--- src/rtl/lsu_pkg.sv ---
// Shared types and helpers for the byte-serial load/store unit.
package lsu_pkg;

   // Load encodings; stores reuse the signed ones (SB/SH/SW)
   typedef enum logic [2:0] {
      Lb  = 3'b000,
      Lh  = 3'b001,
      Lw  = 3'b010,
      Lbu = 3'b100,
      Lhu = 3'b101
   } funct3_e;

   typedef logic [1:0] state_t;
   localparam state_t StIdle   = 2'd0;
   localparam state_t StAccess = 2'd1;
   localparam state_t StResp   = 2'd2;

   function automatic logic [2:0] nbytes(input logic [1:0] size);
      case (size)
         2'b00:   nbytes = 3'd1;
         2'b01:   nbytes = 3'd2;
         default: nbytes = 3'd4;
      endcase
   endfunction

endpackage

--- src/rtl/lsu_extend.sv ---
// Sign/zero extension of assembled load data according to funct3.
module lsu_extend
   import lsu_pkg::*;
(
   input  logic [2:0]  ctrl_i,
   input  logic [31:0] raw_i,
   output logic [31:0] ext_o
);

   always_comb begin
      case (ctrl_i)
         Lb:      ext_o = {{24{raw_i[7]}}, raw_i[7:0]};
         Lh:      ext_o = {{16{raw_i[15]}}, raw_i[15:0]};
         Lbu:     ext_o = {24'b0, raw_i[7:0]};
         Lhu:     ext_o = {16'b0, raw_i[15:0]};
         default: ext_o = raw_i;
      endcase
   end

endmodule

--- src/rtl/lsu_byte_serial.sv ---
// Byte-serial load/store unit: one request at a time, one memory byte per clock.
// Optional build macro LSU_MISALIGN_TRAP_EN turns misaligned H/W accesses into errors.
module lsu_byte_serial
   import lsu_pkg::*;
#(
   parameter int unsigned MEM_AW = 6
) (
   input  logic              clk,
   input  logic              rst,
   input  logic              req_valid,
   output logic              req_ready,
   input  logic              req_wr,
   input  logic [2:0]        req_ctrl,
   input  logic [31:0]       req_addr,
   input  logic [31:0]       req_wdata,
   output logic              rsp_valid,
   output logic [31:0]       rsp_rdata,
   output logic              rsp_err,
   output logic [MEM_AW-1:0] mem_addr,
   output logic [7:0]        mem_wdata,
   output logic              mem_we,
   input  logic [7:0]        mem_rdata
);

   state_t              state_q, state_d;
   logic [MEM_AW-1:0]   addr_q, addr_d;
   logic [31:0]         wdata_q, wdata_d;
   logic [2:0]          ctrl_q, ctrl_d;
   logic                wr_q, wr_d;
   logic [1:0]          cnt_q, cnt_d;
   logic [31:0]         raw_q, raw_d;
   logic [31:0]         rsp_rdata_q, rsp_rdata_d;
   logic                rsp_err_q, rsp_err_d;

   logic [32:0]         last_addr;
   logic                req_err;
   logic                last_byte;
   logic [31:0]         raw_next;
   logic [31:0]         ext_data;

   // 33-bit end address so a request near 2**32 cannot wrap into range
   always_comb begin
      last_addr = {1'b0, req_addr} + 33'(nbytes(req_ctrl[1:0])) - 33'd1;
      req_err   = !(req_ctrl inside {Lb, Lh, Lw, Lbu, Lhu})
                  || (req_wr && req_ctrl[2])
                  || ((last_addr >> MEM_AW) != 33'd0);
`ifdef LSU_MISALIGN_TRAP_EN
      if ((req_ctrl[1:0] == 2'b01 && req_addr[0]) ||
          (req_ctrl[1:0] == 2'b10 && req_addr[1:0] != 2'b00)) begin
         req_err = 1'b1;
      end
`endif
   end

   always_comb begin
      raw_next = raw_q;
      if (state_q == StAccess && !wr_q) begin
         raw_next[{cnt_q, 3'b000} +: 8] = mem_rdata;
      end
   end

   assign last_byte = ({1'b0, cnt_q} == (nbytes(ctrl_q[1:0]) - 3'd1));

   lsu_extend u_extend (
      .ctrl_i (ctrl_q),
      .raw_i  (raw_next),
      .ext_o  (ext_data)
   );

   always_comb begin
      state_d     = state_q;
      addr_d      = addr_q;
      wdata_d     = wdata_q;
      ctrl_d      = ctrl_q;
      wr_d        = wr_q;
      cnt_d       = cnt_q;
      raw_d       = raw_next;
      rsp_rdata_d = rsp_rdata_q;
      rsp_err_d   = rsp_err_q;
      mem_we      = 1'b0;
      mem_addr    = '0;
      mem_wdata   = 8'h00;
      case (state_q)
         StIdle: begin
            if (req_valid) begin
               addr_d  = req_addr[MEM_AW-1:0];
               wdata_d = req_wdata;
               ctrl_d  = req_ctrl;
               wr_d    = req_wr;
               cnt_d   = 2'd0;
               raw_d   = 32'h0;
               if (req_err) begin
                  rsp_err_d   = 1'b1;
                  rsp_rdata_d = 32'h0;
                  state_d     = StResp;
               end else begin
                  state_d = StAccess;
               end
            end
         end
         StAccess: begin
            mem_addr = addr_q + MEM_AW'(cnt_q);
            if (wr_q) begin
               mem_we    = 1'b1;
               mem_wdata = wdata_q[{cnt_q, 3'b000} +: 8];
            end
            if (last_byte) begin
               rsp_err_d   = 1'b0;
               rsp_rdata_d = wr_q ? 32'h0 : ext_data;
               state_d     = StResp;
            end else begin
               cnt_d = cnt_q + 2'd1;
            end
         end
         StResp:  state_d = StIdle;
         default: state_d = StIdle;
      endcase
   end

   always_ff @(posedge clk or posedge rst) begin
      if (rst) begin
         state_q     <= StIdle;
         addr_q      <= '0;
         wdata_q     <= 32'h0;
         ctrl_q      <= 3'b000;
         wr_q        <= 1'b0;
         cnt_q       <= 2'd0;
         raw_q       <= 32'h0;
         rsp_rdata_q <= 32'h0;
         rsp_err_q   <= 1'b0;
      end else begin
         state_q     <= state_d;
         addr_q      <= addr_d;
         wdata_q     <= wdata_d;
         ctrl_q      <= ctrl_d;
         wr_q        <= wr_d;
         cnt_q       <= cnt_d;
         raw_q       <= raw_d;
         rsp_rdata_q <= rsp_rdata_d;
         rsp_err_q   <= rsp_err_d;
      end
   end

   assign req_ready = (state_q == StIdle);
   assign rsp_valid = (state_q == StResp);
   assign rsp_rdata = rsp_rdata_q;
   assign rsp_err   = rsp_err_q;

endmodule

--- config.mk ---
export PLATFORM = sky130hd
export DESIGN_NAME = lsu_byte_serial
export DESIGN_NICKNAME = d
export VERILOG_FILES = /design/src/rtl/lsu_pkg.sv /design/src/rtl/lsu_extend.sv /design/src/rtl/lsu_byte_serial.sv
export SDC_FILE = /design/constraint.sdc
export NUM_CORES = 1
export LEC_CHECK = 0
export ABC_AREA = 1
export CORE_MARGIN = 2
export CORE_UTILIZATION = 48
export DETAILED_ROUTE_END_ITERATION = 7
export PLACE_DENSITY = 0.81
export SYNTH_ARGS = -nofsm -noshare
export SYNTH_HDL_FRONTEND = slang
export SYNTH_SLANG_ARGS = --single-unit
export TNS_END_PERCENT = 10
--- constraint.sdc ---
create_clock -name clk -period 5.1 [get_ports clk]
set_input_delay 1.02 -clock clk [delete_from_list [all_inputs] [get_ports clk]]
set_output_delay 1.02 -clock clk [all_outputs]
set_load 0.005 [all_outputs]
==> metrics, run 1 <==
outcome=finished, final reports clean; Fin Setup TNS=0 ns; sequential share of the synthesized area=35.64%; Rows=46; Logic pwr share=21.6%; final-report setup violation count=0; DIE AREA=17,270 um2; Yosys reg bits=111; fin crit period=4.138 ns; commonest non-fill, non-tap cells in the layout=nand2_1, inv_1, nor2_1; Routed Antenna Nets=0; Net Sw Frac=29.17%; LEAKAGE=4.824 nW; commonest non-fill, non-tap cell in the layout=nand2_1; drt pass-1 iters=5; Setup Buffers After CTS=0; overall routing resource usage=23.69%; num ports=129; Arr. time, crit path=4.43 ns; Syn Nets=1,290; Sequential Power Share=43.7%; RSZ-0062 raised after global routing=no; period utilisation layout=81.13%; initial antenna violation count=0; Antenna diodes=0; Worst path max stage delay=0.51 ns; GRT Residual Overflow=0; crit-path leading delay family=simple AND/OR/NAND/NOR gates; Max-slew headroom=24.29%; Root Driver=clkbuf_16; Fin Hold WS=0.4722 ns; Clock Skews=0.005459 ns; fillcell total=1,511; dpl ws=0.6455 ns; Final GP Congestion=0.9284; Post-Synthesis Cells=1,171; pin count of the biggest net entering global routing=73; via count=7,776; internal power=1.553 mW; Syn-to-layout area delta=22.38%; Num CTS Buffers=9; Worst Path Buf+Inv=3; Reg clk slew, reported paths=0.07 ns; Clock Path Buffers=2; hold-fix buffers at CTS=0; layout cells sized above 1=4.209%; Final Net Count=1,397; Net Sw Power=0.6395 mW; clk sinks=111; Critical Path Slowest Stage Cell=clkdlybuf4s50_1; Detailed Route Iter0 Violations=561; number of H-tree levels=3; max_cap viols=0; max-slew violation count=0; DR vias/cell=5.187; routed wire length=20.17 mm; worst min path class=reg2reg; Synth warnings=0; Final Power=2.192 mW; CTS tree=yes; DP Wirelength=15.43 mm; clk_lat worst skew=0.35 ns; Die Height=131.4 um; Final WS setup=0.9623 ns; placed cells=1,483; VDD IR-drop max=0.1725 mV; IO buf count=128; Yosys cell types=39; # DRC=0; crit end category=register; Worst path most repeated cell=nand2_1; pwr/cell area=229.9 nW/um2; Avg WL per Cell=13.45 um; Clock Power Share=34.8%; number of global-route vias before repair=7,371; first-pass GRT wire length=34.45 mm; core area=15,890 um2; CP Class=in2reg; worst-path fanout max=34; Req. time, crit path=5.39 ns; DIE WIDTH=131.4 um; Gates resized, CTS repair=0; slew of the pin with the lowest slew margin=1.134 ns; Starting Density=49.06%; Peak Freq=241.7 MHz; Syn Area/Cell=6.656 um2; CP startpoint kind=primary input; Critical Path, Cell by Cell=clkdlybuf4s50_1, inv_1, ha_1, inv_1, ha_1, nand2_1, nor2_1, nand3_1, nand2_1, nand2_1, nand2_1, nand3_1, nand3_1, nand2_1, nor2_1, nand2_1, nor2_2, nand4_4, nand2_4, nand2_1, nand2_1; final count of hold timing violations=0; Mapped Area=7794 um2; Final Non-Filler Cells=1,499
[through the flow]
stage	utilization [%]	instance area [um2]
final	60.04	9538
after floorplan	-	7794
after CTS	60.04	9538
after global placement	58.00	9214
after detailed placement	58.00	9214
after global routing	60.04	9538
[cells in the mapped netlist, drive strengths merged]
library cell / instances / share of area (%)
a21boi: 1 / 0.096
a21oi: 73 / 4.8
buf: 13 / 1.1
clkbuf: 25 / 1.2
clkinv: 2 / 0.096
dfrtp: 111 / 36
fa: 1 / 0.26
ha: 39 / 6.3
inv: 155 / 7.5
mux2i: 7 / 0.90
nand2: 377 / 18
nand3: 86 / 5.5
nand3b: 9 / 1.0
nand4: 13 / 1.2
nor2: 142 / 7.3
nor3: 12 / 0.83
nor3b: 1 / 0.096
o211ai: 7 / 0.67
o21a: 2 / 0.19
o21ai: 72 / 4.7
o21bai: 5 / 0.48
o311ai: 1 / 0.11
o41ai: 8 / 0.90
or2: 7 / 0.56
xor2: 2 / 0.22
[path summary, 6_finish.rpt]
kind	startpoint	to	slack, ns	cells past startpoint
setup reg to reg	cnt_q[0]	rsp_rdata[17]	1.34	13
hold / removal	rsp_rdata[17]	rsp_rdata[17]	0.47	2
setup / recovery	req_ctrl[1]	rsp_rdata[2]	0.96	21
hold reg to reg	rsp_rdata[17]	rsp_rdata[17]	0.47	2
min in group asynchronous	rst	wdata_q[24]	1.13	2
max in group asynchronous	rst	wdata_q[21]	3.10	3
[sequential cells by signal (all words and copies together) (netlist names)]
register and cells:
state_q 2, ctrl_q 3, rsp_err 1, addr_q 6, cnt_q 2, raw_q 32
wr_q 1, wdata_q 32, rsp_rdata 32
[tightest hold or removal path: stages (launching register included)]
cell and delay, ns:
dfrtp_1 0.35, nand2_1 0.05, nand2_1 0.04
[cell families (layout without fill, tap and decap cells)]
logic type / count (synthesis) / after routing / share of synthesized area [%]
AOI/OAI and AO/OA: 169 / 169 / 11.96
and+or+nand+nor: 647 / 647 / 34.90
DFF: 111 / 111 / 35.64
xor gates and xnor gates: 2 / 2 / 0.2248
buffers and inverters: 195 / 307 / 9.857
muxes: 7 / 7 / 0.8991
adders and majority gates: 40 / 40 / 6.518
[metal layers]
metal / part of all wire [%] / wire length (um) / track usage [%] / vias up
li1: - / - / - / 3958
met1: 44 / 8826 / 31.00 / 3513
met2: 48 / 9650 / 40.55 / 265
met3: 5.8 / 1176 / 3.241 / 40
met4: 2.5 / 512 / 7.729 / 0
met5: 0 / 0 / 0 / -
[final cells by class]
cell class	count	area [um2]	area share, %
inverter	157	591.8	6.205
tap	216	270.3	2.834
sequential	111	2778	29.12
clock inverter	5	81.33	0.8527
clock buffer	11	242.7	2.545
multi-input combinational	865	4248	44.54
timing repair buffer	134	1326	13.91
[power groups by stage]
| stage | combinational (mW) | clock (mW) | sequential [mW] |
|---|---|---|---|
| finish | 0.473 | 0.762 | 0.957 |
| detailed placement | 0.470 | 0 | 0.973 |
| floorplan | 0.321 | 0 | 0.961 |
| CTS | 0.472 | 0.768 | 0.956 |
| global placement | 0.462 | 0 | 0.971 |
| global route | 0.544 | 0.809 | 0.963 |
(Power assumes the default switching activity.)
==> run 2: changes to the inputs <==
==> constraint.sdc (replaced) <==
create_clock -name clk -period 4.15 [get_ports clk]
set_input_delay 0.83 -clock clk [delete_from_list [all_inputs] [get_ports clk]]
set_output_delay 0.83 -clock clk [all_outputs]
set_load 0.005 [all_outputs]
==> metrics, run 2 (same netlist as run 1, synthesis figures left out) <==
outcome=finished, final reports clean; Setup Buffers After CTS=0; routed wire length=20.22 mm; DIE AREA=17,270 um2; Req. time, crit path=4.44 ns; Sequential Power Share=45.8%; pin count of the biggest net entering global routing=58; Fin Hold WS=0.4701 ns; Clock Power Share=31.5%; via count=7,847; Rows=46; Crit path depth=21; cell count of the worst reg-to-reg path=12; Root Driver=clkbuf_16; CP Class=in2reg; Clock Skews=0.008935 ns; drt pass-1 iters=6; Reg clk slew, reported paths=0.06 ns; crit path to=rsp_rdata[12]; Die Height=131.4 um; Avg WL per Cell=13.43 um; clk sinks=111; clk_lat worst skew=0.35 ns; Critical Path, Cell by Cell=clkdlybuf4s50_1, inv_1, ha_1, inv_1, ha_1, nand2_1, nor2_1, nand3_1, nand2_1, nand2_1, nand2_1, nand3_1, nand3_1, nand2_1, nor2_1, nand2_1, nor2_2, nand4_4, nand2_4, nand2_1, nand2_1; Starting Density=49.06%; Final Util=60.03%; layout cells sized above 1=4.577%; endpoint of the worst-slack reg-to-reg timing path=rsp_rdata[27]; DR vias/cell=5.214; number of global-route vias before repair=7,273; Final Net Count=1,403; Worst path most repeated cell=nand2_1; first-pass GRT wire length=34.22 mm; Fin Setup TNS=0 ns; commonest non-fill, non-tap cell in the layout=nand2_1; slew of the pin with the lowest slew margin=0.8051 ns; overall routing resource usage=23.73%; Gates resized, CTS repair=0; LEAKAGE=4.832 nW; Critical Path Slowest Stage Cell=clkdlybuf4s50_1; worst min path class=reg2reg; RSZ-0062 raised after global routing=no; DP Wirelength=15.64 mm; DIE WIDTH=131.4 um; worst-path fanout max=34; Num CTS Buffers=9; IO buf count=128; CP startpoint kind=primary input; core area=15,890 um2; Peak Freq=274.0 MHz; Logic pwr share=22.7%; FF-to-FF setup slack=1.11 ns; Syn-to-layout area delta=22.36%; Detailed Route Iter0 Violations=561; num ports=129; Reg-to-Reg Start=cnt_q[0]; number of H-tree levels=3; fin crit period=3.649 ns; Arr. time, crit path=3.93 ns; initial antenna violation count=0; Net Sw Frac=29.89%; # DRC=0; Final WS setup=0.5010 ns; final count of hold timing violations=0; CP Launch Point=req_ctrl[1]; Worst Hold Depth=2; Design Area, Final=9537 um2; crit end category=register; Net Sw Power=0.7686 mW; Worst path max stage delay=0.52 ns; crit-path leading delay family=simple AND/OR/NAND/NOR gates; CTS tree=yes; max_cap viols=0; commonest non-fill, non-tap cells in the layout=nand2_1, inv_1, nor2_1; max-slew violation count=0; Worst Path Buf+Inv=3; Max-slew headroom=46.33%; Antenna diodes=0; Post-DP Area=9259 um2; internal power=1.803 mW; hold-fix buffers at CTS=0; Routed Antenna Nets=0; Clock Path Buffers=2; Final GP Congestion=0.9358; dpl ws=0.1743 ns; pwr/cell area=269.6 nW/um2; final-report setup violation count=0; VDD IR-drop max=0.1733 mV; period utilisation layout=87.93%; GRT Residual Overflow=0
## run 2: cell count changes in the layout (fill, tap and decap cells not counted), sizes merged
| cell | change |
|---|---|
| buf | +6 |
| bufinv | -2 |
| clkbuf | +2 |
## run 2: metal layers
layer / share of wire [%] / global-route usage, % / wire length, um / up-vias
li1: - / - / - / 3963
met1: 44 / 30.81 / 8996 / 3570
met2: 47 / 40.14 / 9567 / 260
met3: 5.3 / 3.819 / 1075 / 54
met4: 2.9 / 8.454 / 579 / 0
met5: 0 / 0 / 0 / -
## run 2: worst reg2reg max path, stage by stage (launching register included)
cell and delay [ns]:
dfrtp_1 0.40, clkinv_1 0.11, ha_1 0.47, nor3_2 0.54, nand3_1 0.15, a21oi_1 0.23, a21oi_1 0.09, nand3b_4 0.25
nand3_1 0.13, nand2_2 0.19, a21oi_1 0.22, nand3_1 0.10, nand2_1 0.09
## run 2: final cells by class
class	count	area, um2
multi-input cells	865	4248
repair buffers	140	1371
clock inverters	3	17.52
clock buffers	13	260.3
inverters	157	591.8
flip-flops and latches	111	2778
well taps	216	270.3
fillers	1509	6349
## run 2: worst min path at each step
stage	startpoint	end	slack, ns
after global routing	rsp_rdata[28]	rsp_rdata[28]	0.50
after floorplan	wdata_q[10]	wdata_q[10]	0.44
after global placement	rsp_rdata[3]	rsp_rdata[3]	0.46
after CTS	rsp_rdata[3]	rsp_rdata[3]	0.48
final	rsp_rdata[3]	rsp_rdata[3]	0.47
after detailed placement	rsp_rdata[3]	rsp_rdata[3]	0.46
## run 2: through the flow
| step | std cells | power [mW] |
|---|---|---|
| after detailed placement | 1489 | 1.775 |
| after global placement | 1489 | 1.763 |
| after floorplan | 1171 | 1.575 |
| after CTS | 1505 | 2.583 |
| final | 1505 | 2.571 |
| after global routing | 1505 | 2.722 |
## run 2: power groups by stage
| stage | combinational (mW) | clock, mW | sequential (mW) |
|---|---|---|---|
| after floorplan | 0.395 | 0 | 1.18 |
| after global placement | 0.569 | 0 | 1.19 |
| after detailed placement | 0.579 | 0 | 1.20 |
| after CTS | 0.582 | 0.825 | 1.18 |
| after global routing | 0.669 | 0.869 | 1.18 |
| final | 0.583 | 0.810 | 1.18 |
==> run 3: changes to the inputs <==
--- a/config.mk
+++ b/config.mk
@@ -9,7 +9,7 @@
 export CORE_MARGIN = 2
 export CORE_UTILIZATION = 48
 export DETAILED_ROUTE_END_ITERATION = 7
-export PLACE_DENSITY = 0.81
+export PLACE_DENSITY = 0.73
 export SYNTH_ARGS = -nofsm -noshare
 export SYNTH_HDL_FRONTEND = slang
 export SYNTH_SLANG_ARGS = --single-unit
==> metrics, run 3 (same netlist as run 1, synthesis figures left out) <==
Multi-input gate area=4248 um2; Fin Hold WS=0.4695 ns; Critical Path, Cell by Cell=clkdlybuf4s50_1, inv_1, ha_1, inv_1, ha_1, nand2_1, nor2_1, nand3_1, nand2_1, nand2_1, nand2_1, nand3_1, nand3_1, nand2_1, nor2_1, nand2_1, nor2_2, nand4_4, nand2_4, nand2_1, nand2_1; GRT Residual Overflow=0; Fin Setup TNS=0 ns; met1 GRT Util=31.28%; Gates resized, CTS repair=0; Clock Path Buffers=2; num ports=129; max-slew violation count=0; routed wire length=20.18 mm; RSZ-0062 raised after global routing=no; max_cap viols=0; met2 GRT Util=41.39%; number of H-tree levels=3; slew of the pin with the lowest slew margin=0.7449 ns; Final Net Count=1,401; cell count of the worst reg-to-reg path=13; layout cells sized above 1=4.429%; pwr/cell area=269.9 nW/um2; Avg WL per Cell=13.42 um; clk sinks=111; VDD IR-drop max=0.1659 mV; fillcell total=1,572; drt pass-1 iters=7; CP startpoint kind=primary input; DIE WIDTH=131.4 um; Clock Skews=0.007238 ns; hold-fix buffers at CTS=0; Detailed Route Iter0 Violations=441; Die Height=131.4 um; register area=2778 um2; Reg-to-Reg Start=cnt_q[0]; CTS tree=yes; DIE AREA=17,270 um2; Peak Freq=270.1 MHz; Starting Density=49.06%; period utilisation layout=89.22%; Syn-to-layout area delta=22.33%; outcome=finished, final reports clean; DP Wirelength=15.52 mm; fin crit period=3.702 ns; Hold Path End=rsp_rdata[10]; LEAKAGE=4.816 nW; number of global-route vias before repair=7,211; Worst path most repeated cell=nand2_1; Req. time, crit path=4.44 ns; FF-to-FF setup slack=0.84 ns; IO buf count=128; Max-slew headroom=50.34%; via count=7,669; crit-path leading delay family=simple AND/OR/NAND/NOR gates; Rows=46; endpoint of the worst-slack reg-to-reg timing path=rsp_rdata[24]; DR vias/cell=5.102; final count of hold timing violations=0; worst min path class=reg2reg; worst-path fanout max=34; Final GP Congestion=0.9141; Root Driver=clkbuf_16; met3 Resource Use GR=2.199%; Critical Path Slowest Stage Cell=clkdlybuf4s50_1; Antenna diodes=0; Setup Buffers After CTS=0; final-report setup violation count=0; crit end category=register; first-pass GRT wire length=34.38 mm; pin count of the biggest net entering global routing=58; initial antenna violation count=0; Arr. time, crit path=3.99 ns; Worst path max stage delay=0.51 ns; # DRC=0; hold_sp=rsp_rdata[10]; Worst Hold Depth=2; Routed Antenna Nets=0; commonest non-fill, non-tap cells in the layout=nand2_1, inv_1, nor2_1; most crowded layer after global routing=met2; CP Class=in2reg; Reg clk slew, reported paths=0.07 ns; Worst Path Buf+Inv=3; core area=15,890 um2; overall routing resource usage=23.93%; commonest non-fill, non-tap cell in the layout=nand2_1; clk_lat worst skew=0.35 ns; Num CTS Buffers=9
-- run 3: cell count changes in the layout (fill, tap and decap cells not counted), sizes merged --
cell / before / now
buf: 12 / 10
clkbuf: 13 / 12
clkinvlp: 1 / 3
clkinv: 4 / 3
-- run 3: how the worst max path moves through the flow --
stage | startpoint | to | slack, ns | cells past startpoint
2_1_floorplan | rst | addr_q[0] | 0.39 | 1
6_report | req_ctrl[1] | rsp_rdata[24] | 0.45 | 21
3_5_place_dp | req_ctrl[1] | rsp_rdata[24] | 0.08 | 21
3_3_place_gp | req_ctrl[1] | rsp_rdata[5] | 0.17 | 21
5_1_grt | req_ctrl[1] | rsp_rdata[24] | 0.17 | 21
4_1_cts | req_ctrl[1] | rsp_rdata[24] | 0.45 | 21
-- run 3: cell type report --
type / count / share of cell area (%)
multi-input combinational: 865 / 44.55
sequential: 111 / 29.13
timing repair buffer: 138 / 14.36
inverter: 157 / 6.207
tap: 216 / 2.835
clock buffer: 12 / 2.585
clock inverter: 4 / 0.3281
-- run 3: where the power goes --
group	total, mW	internal [mW]	switching, mW
clock	0.816	0.426	0.390
sequential	1.18	1.14	0.0397
combinational	0.581	0.228	0.354
total	2.57	1.79	0.784
-- run 3: worst reg2reg max path, delay by kind of cell (launching register included) --
family                   cells  cell delay [ns]
adder cells (fa/ha/maj)      1             0.48
AO/OA/AOI/OAI                3             0.51
AND/OR/NAND/NOR              7             1.17
flip-flops                   1             0.76
buffers and inverters        2             0.35
-- run 3: layer usage --
layer / wire, um / vias to the layer above / share of wire (%)
met5: 0 / - / 0
met2: 9870 / 187 / 49
met4: 523 / 0 / 2.6
li1: - / 3961 / -
met1: 8920 / 3491 / 44
met3: 861 / 30 / 4.3
-- run 3: through the flow --
stage,util (%),setup WS (ns),power [mW],instance area (um2),cells
after floorplan,-,0.3893,1.575,7794,1171
after global placement,58.27,0.1721,1.768,9256,1487
after detailed placement,58.27,0.08316,1.775,9256,1487
after CTS,60.02,0.4464,2.583,9534,1503
after global routing,60.02,0.1726,2.711,9534,1503
final,60.02,0.4475,2.573,9534,1503
